### src/rtl/y_cpu_pkg.sv
// Shared CPU front-end types and constants for the fetch path.
// The optional alignment check is selected by Y_FETCH_ALIGN_CHK_EN in y_fetch_q.
package y_cpu_pkg;

  localparam int ILEN     = 32;
  localparam int PC_STEP  = 4;
  localparam int XLEN_DEF = 32;

  typedef struct packed {
    logic [ILEN-1:0]     ins;
    logic [XLEN_DEF-1:0] pc;
  } fetch_entry_t;

  typedef enum logic [1:0] {
    S_IDLE,
    S_REQ,
    S_DROP,
    S_HALT
  } fetch_state_e;

  function automatic int cnt_w(input int depth);
    return $clog2(depth) + 1;
  endfunction

endpackage

### src/rtl/y_fifo.sv
// Synchronous power-of-two FIFO with clear; a pop frees room for a same-cycle push.
module y_fifo
  import y_cpu_pkg::*;
#(
  parameter int WIDTH = 64,
  parameter int DEPTH = 4
) (
  input  logic                    clk,
  input  logic                    rst_n,
  input  logic                    clear,
  input  logic                    push,
  input  logic [WIDTH-1:0]        push_data,
  input  logic                    pop,
  output logic [WIDTH-1:0]        pop_data,
  output logic [cnt_w(DEPTH)-1:0] count,
  output logic                    full,
  output logic                    empty
);

  localparam int PTR_W = $clog2(DEPTH);
  localparam int CNT_W = cnt_w(DEPTH);

  logic [WIDTH-1:0] mem_q [DEPTH];
  logic [PTR_W-1:0] wr_q, wr_d, rd_q, rd_d;
  logic [CNT_W-1:0] cnt_q, cnt_d;
  logic             do_push, do_pop;

  assign full     = (cnt_q == CNT_W'(DEPTH));
  assign empty    = (cnt_q == '0);
  assign count    = cnt_q;
  assign pop_data = mem_q[rd_q];

  always_comb begin
    do_pop  = pop && !empty;
    do_push = push && (!full || do_pop) && !clear;
    wr_d    = wr_q;
    rd_d    = rd_q;
    cnt_d   = cnt_q;
    if (clear) begin
      wr_d  = '0;
      rd_d  = '0;
      cnt_d = '0;
    end else begin
      if (do_push) wr_d = wr_q + PTR_W'(1);
      if (do_pop)  rd_d = rd_q + PTR_W'(1);
      cnt_d = cnt_q + CNT_W'(do_push) - CNT_W'(do_pop);
    end
  end

  always_ff @(posedge clk or negedge rst_n) begin
    if (!rst_n) begin
      wr_q  <= '0;
      rd_q  <= '0;
      cnt_q <= '0;
    end else begin
      wr_q  <= wr_d;
      rd_q  <= rd_d;
      cnt_q <= cnt_d;
    end
  end

  always_ff @(posedge clk) begin
    if (do_push) mem_q[wr_q] <= push_data;
  end

endmodule

### src/rtl/y_fetch_q.sv
// Instruction fetch unit: PC register, single-outstanding imem request FSM and prefetch queue.
// Define Y_FETCH_ALIGN_CHK_EN to halt on misaligned flush targets (adds fetch_misalign).
module y_fetch_q
  import y_cpu_pkg::*;
#(
  parameter int              XLEN     = 32,
  parameter int              DEPTH    = 4,
  parameter logic [XLEN-1:0] RESET_PC = '0
) (
  input  logic            clk,
  input  logic            rst_n,
  input  logic            int_load,
  input  logic [XLEN-1:0] entry_point,
  input  logic            redirect_valid,
  input  logic [XLEN-1:0] redirect_pc,
  output logic            imem_req,
  output logic [XLEN-1:0] imem_addr,
  input  logic            imem_ack,
  input  logic [31:0]     imem_rdata,
  output logic            ins_valid,
  output logic [31:0]     ins,
  output logic [XLEN-1:0] ins_pc,
  output logic [XLEN-1:0] ins_pcp4,
  input  logic            ins_ready
`ifdef Y_FETCH_ALIGN_CHK_EN
 ,output logic            fetch_misalign
`endif
);

  localparam int CNT_W = cnt_w(DEPTH);
  localparam int EW    = ILEN + XLEN;

  fetch_state_e    state_q, state_d;
  logic [XLEN-1:0] fpc_q, fpc_d, addr_q, addr_d, raw_tgt, tgt;
  logic            req_q, req_d;
  logic            flush, ack, pop, push, issue, halt_d;
  logic [CNT_W-1:0] fifo_count, cnt_after;
  logic            fifo_full, fifo_empty;
  logic [EW-1:0]   head;

  assign flush   = int_load || redirect_valid;
  assign raw_tgt = int_load ? entry_point : redirect_pc;
  assign ack     = imem_ack && req_q;
  assign pop     = ins_valid && ins_ready;

`ifdef Y_FETCH_ALIGN_CHK_EN
  logic mis_q, mis_d;

  assign tgt            = raw_tgt;
  assign fetch_misalign = mis_q;

  // Only an aligned entry-point load releases a halt; redirects can only set it.
  always_comb begin
    mis_d = mis_q;
    if (int_load)                                   mis_d = (raw_tgt[1:0] != 2'b00);
    else if (redirect_valid && raw_tgt[1:0] != 2'b00) mis_d = 1'b1;
    halt_d = mis_d;
  end

  always_ff @(posedge clk or negedge rst_n) begin
    if (!rst_n) mis_q <= 1'b0;
    else        mis_q <= mis_d;
  end
`else
  assign tgt    = raw_tgt & ~XLEN'(3);
  assign halt_d = 1'b0;
`endif

  // Request slot is reserved against the queue occupancy left after this cycle.
  always_comb begin
    state_d = state_q;
    fpc_d   = fpc_q;
    addr_d  = addr_q;
    push    = 1'b0;
    issue   = 1'b0;
    if (flush) begin
      fpc_d = tgt;
    end else if (state_q == S_REQ && ack && (!fifo_full || pop)) begin
      push  = 1'b1;
      fpc_d = fpc_q + XLEN'(PC_STEP);
    end
    cnt_after = flush ? '0 : fifo_count + CNT_W'(push) - CNT_W'(pop);
    unique case (state_q)
      S_REQ: begin
        if (ack)        issue   = 1'b1;
        else if (flush) state_d = S_DROP;
      end
      S_DROP:  if (ack) issue = 1'b1;
      default: issue = 1'b1;
    endcase
    if (issue) begin
      if (halt_d) begin
        state_d = S_HALT;
      end else if (cnt_after < CNT_W'(DEPTH)) begin
        state_d = S_REQ;
        addr_d  = fpc_d;
      end else begin
        state_d = S_IDLE;
      end
    end
    req_d = (state_d == S_REQ) || (state_d == S_DROP);
  end

  always_ff @(posedge clk or negedge rst_n) begin
    if (!rst_n) begin
      state_q <= S_IDLE;
      fpc_q   <= RESET_PC;
      addr_q  <= RESET_PC;
      req_q   <= 1'b0;
    end else begin
      state_q <= state_d;
      fpc_q   <= fpc_d;
      addr_q  <= addr_d;
      req_q   <= req_d;
    end
  end

  y_fifo #(
    .WIDTH(EW),
    .DEPTH(DEPTH)
  ) u_fifo (
    .clk      (clk),
    .rst_n    (rst_n),
    .clear    (flush),
    .push     (push),
    .push_data({imem_rdata, fpc_q}),
    .pop      (pop),
    .pop_data (head),
    .count    (fifo_count),
    .full     (fifo_full),
    .empty    (fifo_empty)
  );

  assign imem_req  = req_q;
  assign imem_addr = addr_q;
  assign ins_valid = !fifo_empty;
  assign ins       = head[EW-1:XLEN];
  assign ins_pc    = head[XLEN-1:0];
  assign ins_pcp4  = head[XLEN-1:0] + XLEN'(PC_STEP);

endmodule

### config.mk
export PLATFORM = sky130hd
export DESIGN_NAME = y_fetch_q
export DESIGN_NICKNAME = d
export VERILOG_FILES = /design/src/rtl/y_cpu_pkg.sv /design/src/rtl/y_fifo.sv /design/src/rtl/y_fetch_q.sv
export SDC_FILE = /design/constraint.sdc
export NUM_CORES = 1
export LEC_CHECK = 0
export ABC_AREA = 1
export CAP_MARGIN = 20
export CORE_MARGIN = 3
export CORE_UTILIZATION = 49
export DETAILED_ROUTE_END_ITERATION = 10
export PLACE_DENSITY = 0.77
export SLEW_MARGIN = 10
export SYNTH_ARGS = -nofsm -noshare
export SYNTH_HDL_FRONTEND = slang
export SYNTH_SLANG_ARGS = --single-unit
### constraint.sdc
create_clock -name clk -period 4.4 [get_ports clk]
set_input_delay 0.88 -clock clk [delete_from_list [all_inputs] [get_ports clk]]
set_output_delay 0.88 -clock clk [all_outputs]
set_load 0.01 [all_outputs]
* Word level (Yosys, flattened, before mapping)
Memory sizes are Yosys's and may differ from the RTL's. Cells that the tools add are included. Widths: inputs -> output; s select.
Storage, ports and cells: output and inout port bits 130, RAM bits 256, input bits 102, word-level logic and storage cells 61, register bits after elaboration 74, memories 1
Memory list:
- u_fifo.mem_q | depth 4, bits a word 64, rd ports 1, clocked after memory_dff 0, wr ports 1, RTL line y_fifo.sv:23 | logic [WIDTH-1:0] mem_q [DEPTH];
Cells by class: order comparisons 1, add/subtract/negate cells 8, reduce and logical (&&, ||, !) cells 19, equality and inequality tests 5, mux-type cells 20
Operators with widths (count):
- $mux 32 | 3
- $add 32x3->32 const B | 2
- $mux 2 | 8
- $logic_and 1x1->1 | 7
- $mux 1 | 7
- $add 3x1->3 | 2
- $mux 3 | 2
- $sub 3x1->3 | 2
- $add 2x1->2 const B | 2
- $eq 2x1->1 const B | 2
- $eq 2x2->1 const B | 2
- $logic_or 1x1->1 | 4
- $reduce_bool 2->1 | 2
- $eq 3x3->1 const B | 1
- $logic_not 1->1 | 3
- $logic_not 3->1 | 1
- $lt 3x3->1 const B | 1
- $reduce_and 2->1 | 1
- $reduce_or 2->1 | 1

* Logic depth before layout (Yosys ltp)
Gate-level depths: netlist of the first run.
depth in word-level cells 15, gate-level depth with buffers 18, mapped depth without buffers 17

* Hierarchy
From an unflattened synthesis of the first run, not the netlist that was laid out.
Second synthesis, totals: cell total of the unflattened synthesis 1344, area total of the unflattened synthesis 14543.9 um2
By module, submodules not included:
- y_fifo | area each 9999.6 um2, cells each 678, seq. area each 7862.5 um2, times used 1
- y_fetch_q | area each 4544.4 um2, cells each 666, seq. area each 1676.6 um2, times used 1

* Least setup slack after synthesis of the first run
No wires, ideal clock.
path kind input port to flip-flop, from in imem_ack, to mem u_fifo.mem_q[0][0] (enable), path slack -0.295 ns, arrival 4.209 ns, stages on the path 6, required time 3.914 ns, buffers on the path 0, cells stage by stage nand2_1 nor2_1 nand2_2 inv_1 nand2_1 nor2_1
On the way: longest elaborated chain between the ends 9
Ends and longest elaborated chain:
- start: declaration | RTL line y_fetch_q.sv:18 | input logic imem_ack,
- $logic_and 1x1->1 | RTL line y_fetch_q.sv:43 | assign ack = imem_ack && req_q;
- $logic_and 1x1->1 (2 in series) | RTL line y_fetch_q.sv:78 | end else if (state_q == S_REQ && ack && (!fifo_full || pop)) begin
- $mux 1 | RTL line y_fetch_q.sv:78
- $mux 1 | RTL line y_fetch_q.sv:76 | if (flush) begin
- $logic_and 1x1->1 (2 in series) | RTL line y_fifo.sv:35 | do_push = push && (!full || do_pop) && !clear;
- $mux 1 | RTL line y_fifo.sv:63 | if (do_push) mem_q[wr_q] <= push_data;
- $mux 1 (implied by the code) | RTL line y_fifo.sv:63
- end: declaration | RTL line y_fifo.sv:23
Every way passes these cells.

* Worst setup path in the final report of the first run
from reg u_fifo.rd_q[0], to out ins_pcp4[26]
On the way: longest elaborated chain between the ends 2
Ends and longest elaborated chain:
- start: declaration | RTL line y_fifo.sv:24 | logic [PTR_W-1:0] wr_q, wr_d, rd_q, rd_d;
- start signal: assignment | RTL line y_fifo.sv:57 | rd_q <= rd_d;
- $mem_v2 4x64
- $add 32x3->32 | RTL line y_fetch_q.sv:139 | assign ins_pcp4 = head[XLEN-1:0] + XLEN'(PC_STEP);
- end: declaration | RTL line y_fetch_q.sv:23 | output logic [XLEN-1:0] ins_pcp4,
Every way passes these cells.

==> metrics, run 1 <==
status=complete, no violations; nets=1840; worst reg-to-reg path cell count=13; library cells used by synthesis=44; Post-synth top flop=edfxtp_1; max-slew violations=0; WL met1=15360 um; Site Rows=63; FF+latch count, synth=330; number of synthesized flops with an enable pin=roughly 260; Setup CP Type=flip-flop to output port; max_slew headroom=39.46%; CORE AREA=29870 um2; Avg Inst Size Synth=10.02 um2; Leak=around 7.3 nW; DP HPWL=between 20000 and 25000 um; detailed-route vias per instance=around 5.3; area grow syn2layout=25.28%; gr ovfl total=0; DR WL/cell=between 15 and 20 um; Reg-to-Reg End=u_fifo.count[2]; synth top area cells=edfxtp_1, dfrtp_1, nand2_1; # clock sinks=330; mapped cell area=~15000 um2; clk slew on worst S/H paths=about 0.06 ns; ant diodes=0; TritonCTS Buffers=34; max-cap violations=0; Seq/Total Area, Yosys=between 60% and 70%; Ys Warns=0; Chip Width=approximately 180 um; vias=about 11000; Fin. Hold Viols=0; GRT Resource Usage Total=a little over a fifth; CTS Root Buffer Type=clkbuf_16; largest net degree at the start of global routing=75; Tcrit/Tclk final=a little over nine tenths; initial core utilization=approximately half; crit path launch type=flip-flop; RSZ-0062 raised after global routing=no; antenna violations before repair=0; CP endpoint kind=output port; max layer used=met4; WL met2=approximately 18000 um; H-tree depth reported by CTS=2; R2R Setup Slk=between 1.5 and 2 ns; Post-route DRC=0; initial drt markers=around 1000; clk_lat worst skew=approximately 0.5 ns; I/O Buffers=between 200 and 250; drt pass-1 iters=7; DRT antenna net count=0; crit path max fanout=24; fmax=about 240 MHz; power density cells=about 430 nW/um2; skew final=about 0.012 ns; total routed wirelength=36930 um; ys async rst share=roughly 22%; fin util=between 60% and 70%; Syn Inst Count=approximately 1500; leading area contributor after synthesis=edfxtp_1; Worst-Margin Slew=0.9080 ns; crit path to=ins_pcp4[26]; Worst EP arrival=3.32 ns; Synth Net Count=between 1500 and 2000; first-pass GRT wire length=about 58000 um; min Tclk post-route=about 4.2 ns; Reg2Reg Launch Point=state_q[1]; IO Pins=~230; count of final setup violators=0; clock tree buffer depth=3; placer congestion estimate=just under 0.9; Hold Crit Start=imem_addr[16]; pre-CTS WS=0.3996 ns; crit path from=u_fifo.rd_q[0]; fraction of final layout cells sized beyond drive strength 1=about 8.5%; critical path required time=~3.5 ns; post-synth top area share=around half; die height=181.0 um; VDD IR-drop max=328.7 uV; CTS tree=yes; worst min path class=flip-flop to flip-flop; final setup margin=0.1989 ns; Die ar.=between 30000 and 40000 um2; routed wl met3=~2800 um; total power=just over 0.008 W; vias in the first global route=11090
==> through the flow <==
stage / setup TNS, ns / cell area (um2) / instances / hold WS (ns)
floorplan: -75.65 / 15010 / 1498 / 0.4760
global placement: 0 / 17610 / 2073 / 0.4622
detailed placement: 0 / 17610 / 2073 / 0.4695
CTS: 0 / 18760 / 2137 / 0.4900
global route: 0 / 18800 / 2140 / 0.5084
finish: 0 / 18800 / 2140 / 0.4871
==> kinds of logic after synthesis <==
family	Yosys count	share of synthesized area (%)
simple gates	783	22.00
flops	330	63.57
compound gates	181	6.696
buf+inv	165	5.061
xor+xnor	27	1.626
fa+ha+maj	12	1.051
==> metal layers <==
layer | up-vias | global-route usage (%)
met2 | 429 | 36.17
met5 | - | 0
met4 | 0 | 6.977
li1 | 5472 | -
met3 | 58 | 3.966
met1 | 5392 | 29.65
==> cell usage in the layout, fill, tap and decap left out, drive strengths merged <==
cell	n
and2	2
a21oi	13
nand3	82
nand3b	7
or2	6
clkdlybuf4s50	226
xnor2	3
a21o	2
o21ai	115
o21bai	2
o32ai	1
o221ai	1
ha	11
nor2	240
o211ai	7
clkinv	13
buf	30
xor2	24
nand2	431
inv	102
bufinv	4
o22ai	38
dfrtp	74
edfxtp	256
fa	1
a22o	1
clkbuf	42
nor3	7
nand4	8
o31ai	1
==> state kept, by name, indices dropped and copies added (netlist names) <==
register / count
fpc_q: 32
imem_addr: 32
u_fifo.mem_q: 256
u_fifo.rd_q: 2
imem_req: 1
u_fifo.count: 3
state_q: 2
u_fifo.wr_q: 2
==> how the worst min path moves through the flow <==
stage               slack (ns)            endpoint  depth (start not counted)
detailed placement        0.47        imem_addr[4]                          2
CTS                       0.49        imem_addr[8]                          2
finish                    0.49       imem_addr[16]                          2
global route              0.51       imem_addr[25]                          2
floorplan                 0.48  u_fifo.mem_q[0][0]                          0
global placement          0.46       imem_addr[25]                          2
==> final cells by class <==
cell class              instances  area (um2)
multi-input cells            1003        4755
fillers                      2314       11080
repair buffers                256        2509
repair inverters                1       8.758
flip-flops and latches        330        9544
inverters                     100       391.6
well taps                     390       488.0
clock inverters                18       191.4
clock buffers                  42       912.1
==> Yosys cell counts, types with 3 or more instances <==
| cell type | instances |
|---|---|
| or2_2 | 6 |
| inv_2 | 4 |
| nand4_1 | 8 |
| o21ai_1 | 4 |
| buf_4 | 11 |
| o211ai_1 | 7 |
| dfrtp_1 | 74 |
| nand3_2 | 3 |
| clkbuf_1 | 30 |
| nand3_1 | 79 |
| buf_1 | 4 |
| nand3b_1 | 7 |
| edfxtp_1 | 256 |
| inv_1 | 95 |
| nor2_4 | 6 |
| nor2_2 | 16 |
| nand2_1 | 416 |
| xor2_1 | 23 |
| nor3_4 | 3 |
| nor2_1 | 218 |
| buf_6 | 9 |
| nand2_2 | 15 |
| buf_2 | 10 |
| a21oi_1 | 13 |
| o21ai_0 | 110 |
| xnor2_1 | 3 |
| ha_1 | 11 |
| o22ai_1 | 37 |
==> critical path, stage by stage (launching register included) <==
cell,delay [ns]
dfrtp_4,0.57
inv_16,0.13
nor2_1,0.05
nor2_1,0.10
o21ai_0,0.11
nand2_2,0.16
ha_1,0.23
inv_1,0.14
nor2_4,0.17
nand2_2,0.13
nor2_4,0.15
nand3_1,0.13
xnor2_1,0.15
clkdlybuf4s50_1,0.55
==> where the power goes <==
group,total (W),switching (W),internal [W]
registers,0.00382,0.000196,0.00362
logic,0.00148,0.000826,0.000656
clock network,0.00283,0.00112,0.00171
==> repair_timing <==
item / 4_1_cts / 5_1_grt
hold buffers: 0 / 0
pin swaps: 0 / 1
resized for setup: 5 / 5
endpoints found under the setup margin: 17 / 17
buffers inserted: 3 / 3
gates cloned: 1 / 0
hold endpoints to repair: 0 / 0
No activity file was read; power rests on OpenSTA's default activity.
==> run 2, diff against run 1 <==
--- a/config.mk
+++ b/config.mk
@@ -6,7 +6,7 @@
 export NUM_CORES = 1
 export LEC_CHECK = 0
 export ABC_AREA = 1
-export CAP_MARGIN = 20
+export CAP_MARGIN = 10
 export CORE_MARGIN = 3
 export CORE_UTILIZATION = 49
 export DETAILED_ROUTE_END_ITERATION = 10
==> results of run 2 <==
Final layout, timing and power as in run 1 (identical DEF).
